==> src/rtl/conv_window_feeder_pkg.sv <==
// conv_window_feeder_pkg: shared types and constants for the conv feeder.
// FSM encoding, kernel geometry, engine latency and tap offset helper.
package conv_window_feeder_pkg;

  localparam int KERNAL_SIZE = 5;
  localparam int PIPE_LATENCY = 6;
  localparam int NUM_TAPS = KERNAL_SIZE * KERNAL_SIZE;
  localparam logic [31:0] FP_ONE = 32'h3F800000;

  typedef enum logic [2:0] {
    ST_IDLE,
    ST_LOAD_W,
    ST_FILL,
    ST_RUN,
    ST_DRAIN
  } state_t;

  // Line buffer slot feeding tap n (0-based, row-major, row 0 on top).
  // buf[0] is the newest pixel, i.e. the bottom-right corner.
  function automatic int tap_offset(input int n, input int ifm_size);
    int r;
    int c;
    r = n / KERNAL_SIZE;
    c = n % KERNAL_SIZE;
    return (KERNAL_SIZE - 1 - r) * ifm_size + (KERNAL_SIZE - 1 - c);
  endfunction

endpackage

==> src/rtl/conv_line_buffer.sv <==
// conv_line_buffer: FIFO_SIZE-deep pixel shift register, 25 window taps.
// Ports: clk, reset (async low), shift_en, din, taps (tap1 in low word).
module conv_line_buffer
  import conv_window_feeder_pkg::*;
#(
  parameter int DATA_WIDTH = 32,
  parameter int IFM_SIZE   = 14,
  localparam int FIFO_SIZE =
    (KERNAL_SIZE - 1) * IFM_SIZE + KERNAL_SIZE
) (
  input  logic                           clk,
  input  logic                           reset,
  input  logic                           shift_en,
  input  logic [DATA_WIDTH-1:0]          din,
  output logic [NUM_TAPS*DATA_WIDTH-1:0] taps
);

  logic [DATA_WIDTH-1:0] buf_q [FIFO_SIZE];

  always_ff @(posedge clk or negedge reset) begin
    if (!reset) begin
      for (int i = 0; i < FIFO_SIZE; i++)
        buf_q[i] <= '0;
    end else if (shift_en) begin
      buf_q[0] <= din;
      for (int i = 1; i < FIFO_SIZE; i++)
        buf_q[i] <= buf_q[i-1];
    end
  end

  for (genvar n = 0; n < NUM_TAPS; n++) begin : g_tap
    localparam int OFF = tap_offset(n, IFM_SIZE);
    assign taps[n*DATA_WIDTH +: DATA_WIDTH] = buf_q[OFF];
  end

endmodule

==> src/rtl/conv_window_feeder.sv <==
// conv_window_feeder: builds 5x5 windows and weights for a 25-tap FP engine.
// Ports: start/w_*/px_* in, w_taps/if_taps/conv_enable out, res_* tracked out.
module conv_window_feeder #(
  parameter int DATA_WIDTH = 32,
  parameter int IFM_SIZE   = 14,
  parameter int KERNAL_SIZE =
    conv_window_feeder_pkg::KERNAL_SIZE,
  parameter int PIPE_LATENCY =
    conv_window_feeder_pkg::PIPE_LATENCY,
  localparam int IFM_SIZE_NEXT = IFM_SIZE - KERNAL_SIZE + 1,
  localparam int FIFO_SIZE =
    (KERNAL_SIZE - 1) * IFM_SIZE + KERNAL_SIZE,
  localparam int ADDRESS_SIZE_NEXT_IFM =
    $clog2(IFM_SIZE_NEXT * IFM_SIZE_NEXT),
  localparam int NT = KERNAL_SIZE * KERNAL_SIZE
) (
  input  logic                             clk,
  input  logic                             reset,
  input  logic                             start,
  input  logic                             w_valid,
  input  logic [DATA_WIDTH-1:0]            w_data,
  input  logic                             px_valid,
  output logic                             px_ready,
  input  logic [DATA_WIDTH-1:0]            px_data,
  output logic [NT*DATA_WIDTH-1:0]         w_taps,
  output logic [NT*DATA_WIDTH-1:0]         if_taps,
  output logic                             conv_enable,
  input  logic [DATA_WIDTH-1:0]            conv_data_in,
  output logic                             res_valid,
  output logic [DATA_WIDTH-1:0]            res_data,
  output logic [ADDRESS_SIZE_NEXT_IFM-1:0] res_addr,
  output logic                             busy,
  output logic                             frame_done
);
  import conv_window_feeder_pkg::*;

  localparam int CW = $clog2(IFM_SIZE);
  localparam int AW = ADDRESS_SIZE_NEXT_IFM;
  localparam int LAST_ADDR = IFM_SIZE_NEXT * IFM_SIZE_NEXT - 1;

  state_t state_q;
  state_t state_d;

  logic [DATA_WIDTH-1:0]   w_bank [NT];
  logic [4:0]              w_cnt;
  logic [CW-1:0]           col;
  logic [CW-1:0]           row;
  logic [PIPE_LATENCY-1:0] pipe_q;
  logic                    px_hs;
  logic                    col_last;
  logic                    row_last;
  logic                    win_hs;
  logic                    frame_start;
  logic                    w_load;
  logic                    last_res;

  assign px_hs       = px_valid & px_ready;
  assign col_last    = (col == CW'(IFM_SIZE - 1));
  assign row_last    = (row == CW'(IFM_SIZE - 1));
  assign frame_start = (state_q == ST_IDLE) & start;
  assign w_load      = (state_q == ST_LOAD_W) & w_valid;
  assign last_res    = res_valid & (res_addr == AW'(LAST_ADDR));

  // Window is complete once the newest pixel has 4 rows/cols behind it.
  assign win_hs = px_hs
    & (row >= CW'(KERNAL_SIZE - 1))
    & (col >= CW'(KERNAL_SIZE - 1));

  always_comb begin
    state_d  = state_q;
    px_ready = 1'b0;
    busy     = 1'b1;
    unique case (state_q)
      ST_IDLE: begin
        busy = 1'b0;
        if (start)
          state_d = ST_LOAD_W;
      end
      ST_LOAD_W: begin
        if (w_valid && w_cnt == 5'(NT - 1))
          state_d = ST_FILL;
      end
      ST_FILL: begin
        px_ready = 1'b1;
        if (px_hs && col_last
            && row == CW'(KERNAL_SIZE - 2))
          state_d = ST_RUN;
      end
      ST_RUN: begin
        px_ready = 1'b1;
        if (px_hs && col_last && row_last)
          state_d = ST_DRAIN;
      end
      ST_DRAIN: begin
        if (last_res)
          state_d = ST_IDLE;
      end
      default: state_d = ST_IDLE;
    endcase
  end

  always_ff @(posedge clk or negedge reset) begin
    if (!reset)
      state_q <= ST_IDLE;
    else
      state_q <= state_d;
  end

  always_ff @(posedge clk or negedge reset) begin
    if (!reset) begin
      w_cnt <= '0;
      for (int i = 0; i < NT; i++)
        w_bank[i] <= '0;
    end else if (frame_start) begin
      w_cnt <= '0;
    end else if (w_load) begin
      w_bank[w_cnt] <= w_data;
      w_cnt <= w_cnt + 5'd1;
    end
  end

  always_ff @(posedge clk or negedge reset) begin
    if (!reset) begin
      col <= '0;
      row <= '0;
    end else if (frame_start) begin
      col <= '0;
      row <= '0;
    end else if (px_hs) begin
      if (col_last) begin
        col <= '0;
        row <= row + CW'(1);
      end else begin
        col <= col + CW'(1);
      end
    end
  end

  // conv_enable rides this delay line to line up with the engine output.
  always_ff @(posedge clk or negedge reset) begin
    if (!reset) begin
      conv_enable <= 1'b0;
      pipe_q      <= '0;
      res_valid   <= 1'b0;
      res_data    <= '0;
      frame_done  <= 1'b0;
    end else begin
      conv_enable <= win_hs;
      pipe_q      <= {pipe_q[PIPE_LATENCY-2:0], conv_enable};
      res_valid   <= pipe_q[PIPE_LATENCY-1];
      res_data    <= conv_data_in;
      frame_done  <= (state_q == ST_DRAIN) & last_res;
    end
  end

  always_ff @(posedge clk or negedge reset) begin
    if (!reset)
      res_addr <= '0;
    else if (frame_start)
      res_addr <= '0;
    else if (res_valid)
      res_addr <= res_addr + AW'(1);
  end

  for (genvar n = 0; n < NT; n++) begin : g_w
    assign w_taps[n*DATA_WIDTH +: DATA_WIDTH] = w_bank[n];
  end

  conv_line_buffer #(
    .DATA_WIDTH (DATA_WIDTH),
    .IFM_SIZE   (IFM_SIZE)
  ) u_line_buffer (
    .clk      (clk),
    .reset    (reset),
    .shift_en (px_hs),
    .din      (px_data),
    .taps     (if_taps)
  );

endmodule

==> config.mk <==
export PLATFORM = sky130hd
export DESIGN_NAME = conv_window_feeder
export DESIGN_NICKNAME = d
export VERILOG_FILES = /design/src/rtl/conv_window_feeder_pkg.sv /design/src/rtl/conv_line_buffer.sv /design/src/rtl/conv_window_feeder.sv
export SDC_FILE = /design/constraint.sdc
export NUM_CORES = 2
export LEC_CHECK = 0
export CELL_PAD_IN_SITES_DETAIL_PLACEMENT = 0
export CELL_PAD_IN_SITES_GLOBAL_PLACEMENT = 1
export CORE_AREA = 2 2 675 677
export DETAILED_ROUTE_END_ITERATION = 8
export DIE_AREA = 0 0 677 679
export HOLD_SLACK_MARGIN = 0.02
export PLACE_DENSITY = 0.64
export SLEW_MARGIN = 20
export SYNTH_ARGS = -nofsm -noshare
export SYNTH_HDL_FRONTEND = slang
export SYNTH_SLANG_ARGS = --single-unit
==> constraint.sdc <==
create_clock -name clk -period 2.4 [get_ports clk]
set_clock_uncertainty 0.1 [all_clocks]
set_input_delay 0.72 -clock clk [delete_from_list [all_inputs] [get_ports clk]]
set_output_delay 0.72 -clock clk [all_outputs]
set_load 0.02 [all_outputs]
# Word level (Yosys, flattened, before mapping)
# Index checks and enable logic that the tools add are counted.
[totals]
in_bits = 101
elab_cells = 162
out_inout_bits = 1644
regBits = 2816
[op_classes]
n_reduce_logical = 14
n_addsub = 4
n_eq_ne = 14
bitwise = 9
muxes = 21
magnitude_cmp = 4
[ops]
columns = ["op", "count"]
rows = [
  ["bitwise mux 800 bit", 1],
  ["demux 32 bit (select 5 bit)", 1],
  ["2-to-1 mux 32 bit", 1],
  ["2-to-1 mux 4 bit", 6],
  ["2-to-1 mux 3 bit", 5],
  ["case mux 3 bit (5 select lines)", 1],
  ["2-to-1 mux 7 bit", 2],
  ["2-to-1 mux 5 bit", 2],
  ["adder 4 x 1 -> 4 bit (second input constant)", 2],
  ["equality test 4 bit (second input constant)", 2],
  [">= comparator 4 x 3 -> 1 bit (second input constant)", 2],
  ["!= test 2 bit (second input constant)", 4],
  ["nonzero test 2 bit", 4],
  ["adder 7 x 1 -> 7 bit (second input constant)", 1],
  ["AND 1 bit", 7],
  ["equality test 7 bit (second input constant)", 1],
  ["equality test 3 x 2 -> 1 bit (second input constant)", 2],
  [">= comparator 6 bit (second input constant)", 1],
  ["less-than comparator 6 x 1 -> 1 bit (second input constant)", 1],
  ["NOT 5 -> 6 bit", 1],
  ["adder 5 x 1 -> 5 bit (second input constant)", 1],
  ["equality test 5 bit (second input constant)", 1],
  ["logical AND 1 bit", 5],
  ["AND reduction 5 bit", 1],
  ["other kinds (9)", 11],
]

# Logic depth before layout (Yosys ltp)
[logic_depth]
depth_word = 8
ltp_mapped = 8
ltp_nobuf = 5

# Modules after synthesis
# Synthesis repeated with hierarchy kept, for this count alone.
[hier_totals]
cells_unflattened = 6874
area_unflattened_um2 = 112226.4
[by_module_without_submodules]
columns = ["module", "cells_each", "n_inst", "seq_area_each_um2", "area_per_inst_um2"]
rows = [
  ["conv_line_buffer", 4921, 1, 48846.8, 78814.3],
  ["conv_window_feeder", 1953, 1, 21620.7, 33412.0],
]

# Worst setup path after synthesis
# OpenSTA, ideal clock, no wires.
[synth_path]
path_kind = "register to register"
start = "reg w_cnt[0]"
end = "reg w_bank (netlist bit w_taps[769])"
synth_period_minus_slack_ns = 2.108
required_ns = 2.175
path_buffers = 1
t_arrival_ns = 1.884
stages_incl_launch_ff = 7
setup_ns = 0.125
slack_ns = 0.292
path_cell_list = "dfrtp_1 > inv_1 > ha_1 > nand4b_1 > nor2_2 > buf_6 > mux2_2"
[synth_via]
elab_chain_len = 6
elab_cells_between_ends = 7
classes_between = "2 x order compare; 3 x mux; 1 x bitwise; 1 x reduce/logical"
[synth_rtl]
columns = ["item", "line_no", "source"]
rows = [
  ["start: declaration", "conv_window_feeder.sv:45", "logic [4:0] w_cnt;"],
  ["start signal: assignment", "conv_window_feeder.sv:118", "w_cnt <= w_cnt + 5'd1;"],
  ["NOT 5 -> 6 bit (implied by the code) (*)", "conv_window_feeder.sv:117", "w_bank[w_cnt] <= w_data;"],
  [">= comparator 6 bit (implied by the code) or less-than comparator 6 x 1 -> 1 bit (tied branches)", "conv_window_feeder.sv:117", ""],
  ["logical AND 1 bit (implied by the code)", "conv_window_feeder.sv:117", ""],
  ["2-to-1 mux 32 bit (implied by the code)", "conv_window_feeder.sv:117", ""],
  ["demux 32 bit (select 5 bit) (*)", "conv_window_feeder.sv:117", ""],
  ["bitwise mux 800 bit (*)", "conv_window_feeder.sv:117", ""],
  ["end signal: indexed assignment", "conv_window_feeder.sv:117", ""],
  ["end: declaration", "conv_window_feeder.sv:44", "logic [DATA_WIDTH-1:0] w_bank [NT];"],
]
# Mark *: on every way between the ends. The rest lies on a longest branch, timed or not.
# A chain may end at the register's enable or synchronous reset.

# Worst setup path in the final report
[layout_path]
start = "reg state_q[1]"
end = "out busy"
[layout_via]
elab_chain_len = 2
[layout_rtl]
columns = ["item", "line_no", "source"]
rows = [
  ["start: declaration", "conv_window_feeder.sv:41", "state_t state_q;"],
  ["start signal: assignment", "conv_window_feeder.sv:106", "state_q <= state_d;"],
  ["zero test 3 bit", "conv_window_feeder.sv:73", "unique case (state_q)"],
  ["2-to-1 mux 1 bit", "conv_window_feeder.sv:73", ""],
  ["end: declaration", "conv_window_feeder.sv:32", "output logic busy,"],
]
# No other way between the ends.

==> results.cfg <==
[run_status]
violations = setup timing
status = complete, but fails checks

[placed_design]
place_inst = 17900
dpl.hpwl_um = 286000
placed_area_sq_um = 134000
gp_congestion = 0.840
place_ws_ns = -0.410
io_buffers = 1744

[global_routing]
grt_pass1_wl_um = 580000
grt.total_usage_pct = 17.0
antenna_found_initial = 30
grt_pass1_vias = 80000
grt_max_degree = 76
globalRouteOverflowTotal = 0

[timing]
slew_headroom_pct = 48.1
post-route-min-period_ns = 2.62
tightestPinTransition_ns = 0.779
setup_viol = 9
final_hold_viol_count = 0
rsz0062_at_grt = true
finalCritPeriodShare_pct = 109
fmax_mhz = 381
finalMaxSlewViolations = 0
setup_ws_ns = -0.222

[critical_path]
crit_chain = or3_4 -> buf_6
startpoint_type = register
critPathCaptureType = output port
crit_fanout = 2
critical_path_required_ns = 1.58
cpPeakStageDelay_ns = 0.38
reg2reg_depth = 9
crit_slowest_cell = or3_4
worstSetupPathType = reg2out
cp.arrival_ns = 1.80

[layout]
fillCellCount = 46700
layout-drive-gt1-share_pct = 32.1
final_cell_count_no_fill = 19000
final_area_sq_um = 147000
mostFrequentLayoutCells = 5,865 x nand2_1, 2,675 x dfrtp_1, 965 x buf_4, 767 x buf_6, 711 x mux2_2
multi_input_area_sq_um = 32200
nets = 12900
final_common_cell = nand2_1
seq_area_sq_um = 70600
area_delta_synth_final_pct = 31.9

[pwr]
intPower_mw = 84.4
p_clk_share_pct = 45.2
p_leak_nw = 81.5
switching_share_pct = 26.2
irDropWorstVdd_uv = 582
combPwrFrac_pct = 9.4
power.switching_mw = 30.0
p_seq_share_pct = 45.4
p_per_area_nw_per_um2 = 779

[die]
die_w_um = 677
die_h_um = 679
initial_utilization_pct = 24.6
rows = 247
ioPinCount = 1745
die_area_sq_um = 460000
core_sq_um = 452000

[detailed_routing]
antenna_left = 0
via_count = 79500
drc = 0
wl_per_cell_um = 21.1
wl_um = 402000
viasPerCell = 4.18
drt_iter0_markers = 5668
firstDrtPassIters = 5

[flow_run]
drv_cap = 0

[synthesis]
ys_seq_area_share_pct = 63.3
synth_top_area_share_pct = 63.3
async_flop_share_pct = 100
yosys_register_bits = 2816
syn_area_sq_um = 111000
synth.area.top_cells = dfrtp_1 63%, nand2_1 20%, mux2_2 7.2%, buf_4 5.4%, clkbuf_1 1.1%
synth_cells = 11000
avgSynthCellArea_sq_um = 10.1
synth.largest_area_cell = dfrtp_1
synth_edf_count = 0
ys_types = 43
ys.flop_type = dfrtp_1
ys.warnings.count = 0
syn-num-nets = 11100

[clock_tree]
cts-root-buf = clkbuf_16
cts_buffer_depth = 4
clk_pin_slew_ns = 0.06
clock_latency_ns = 0.92
cts_buffers = 331
clock_sink_count = 2816
cts_htree_levels = 5
tritoncts = yes

[worst_hold_path]
hp-class = in2reg
holdPathStages = 1
power groups by stage:
stage,registers [mW],logic (mW),clock network (mW)
after floorplan,52.1,5.44,0
after CTS,51.9,10.8,53.3
after global placement,52.8,10.0,0
final,51.9,10.8,51.7
after global routing,52.2,11.9,55.1
after detailed placement,52.8,10.0,0
cells in the mapped netlist (all sizes together), types with 6 or more instances:
cell type and number:
nand3 27, nor2 11, clkbuf 331, ha 7, mux2 800, o21ai 6, nand4 6, nand2 5866
inv 11, a21oi 7, dfrtp 2816, buf 1054
flip-flops by register name, indices dropped and copies added, names as in the netlist:
signal,count
frame_done,1
pipe_q,6
row,4
col,4
conv_enable,1
w_taps,800
state_q,3
res_valid,1
res_addr,7
res_data,32
w_cnt,5
u_line_buffer.buf_q,1152
u_line_buffer.taps,800
worst max-delay path, delay by kind of cell, from the launching register on:
family,cells,cell delay [ns]
buf+inv,1,0.15
flops,1,0.37
simple gates,1,0.38
cell families (layout without fill, tap and decap cells):
group / count (synthesis) / in the layout / synth area share [%]
AOI/OAI and AO/OA: 23 / 23 / 0.126
xor gates and xnor gates: 5 / 5 / 0.0393
adders and majority gates: 7 / 7 / 0.0786
buffers and inverters: 1396 / 3446 / 7.92
DFF: 2816 / 2816 / 63.3
muxes: 805 / 805 / 8.20
other: 0 / 11 / 0
and+or+nand+nor: 5939 / 5939 / 20.4
stage by stage:
stage,total power [mW],TNS (ns),hold WS (ns),utilization (%)
floorplan,57.5,0,0.231,-
global placement,62.8,-520.10,0.236,29.7
detailed placement,62.9,-518.66,0.236,29.7
CTS,116,-194.88,0.0237,32.7
global route,119,-6.08,0.0557,32.5
finish,114,-0.466,0.144,32.5
layer usage:
layer / vias up / part of all wire (%) / global-route usage (%)
met5: - / 0 / 0
met4: 0 / 3.5 / 5.15
met3: 593 / 6.4 / 3.71
met2: 2056 / 47 / 27.8
met1: 40000 / 43 / 22.3
li1: 36800 / - / -
final timing paths:
path | from | endpoint | slack (ns)
setup / recovery | state_q[1] | busy | -0.22
min in group asynchronous | reset | w_taps[628] | 0.55
max in group asynchronous | reset | w_taps[555] | 0.75
hold reg to reg | pipe_q[3] | pipe_q[4] | 0.24
hold / removal | conv_data_in[11] | res_data[11] | 0.14
setup reg to reg | state_q[1] | w_taps[353] | 0.04
area by class of cell:
class	instances	share of cell area, %
sequential	2816	48.1
multi-input combinational	6779	21.9
timing repair buffer	2845	17.3
clock buffer	483	6.55
tap	5976	5.09
clock inverter	107	1.04
inverter	11	0.0281
antenna	11	0.0187
timing repair:
| action | CTS | global route |
|---|---|---|
| setup endpoints to repair | 1644 | 1401 |
| hold buffers | 11 | 0 |
| buffers inserted | 406 | 152 |
| cloned | 0 | 5 |
| pin swaps | 1 | 1 |
| resized for setup | 5227 | 2786 |
| endpoints found under the hold margin | 426 | 0 |
Power figures use the tool's default switching activity.
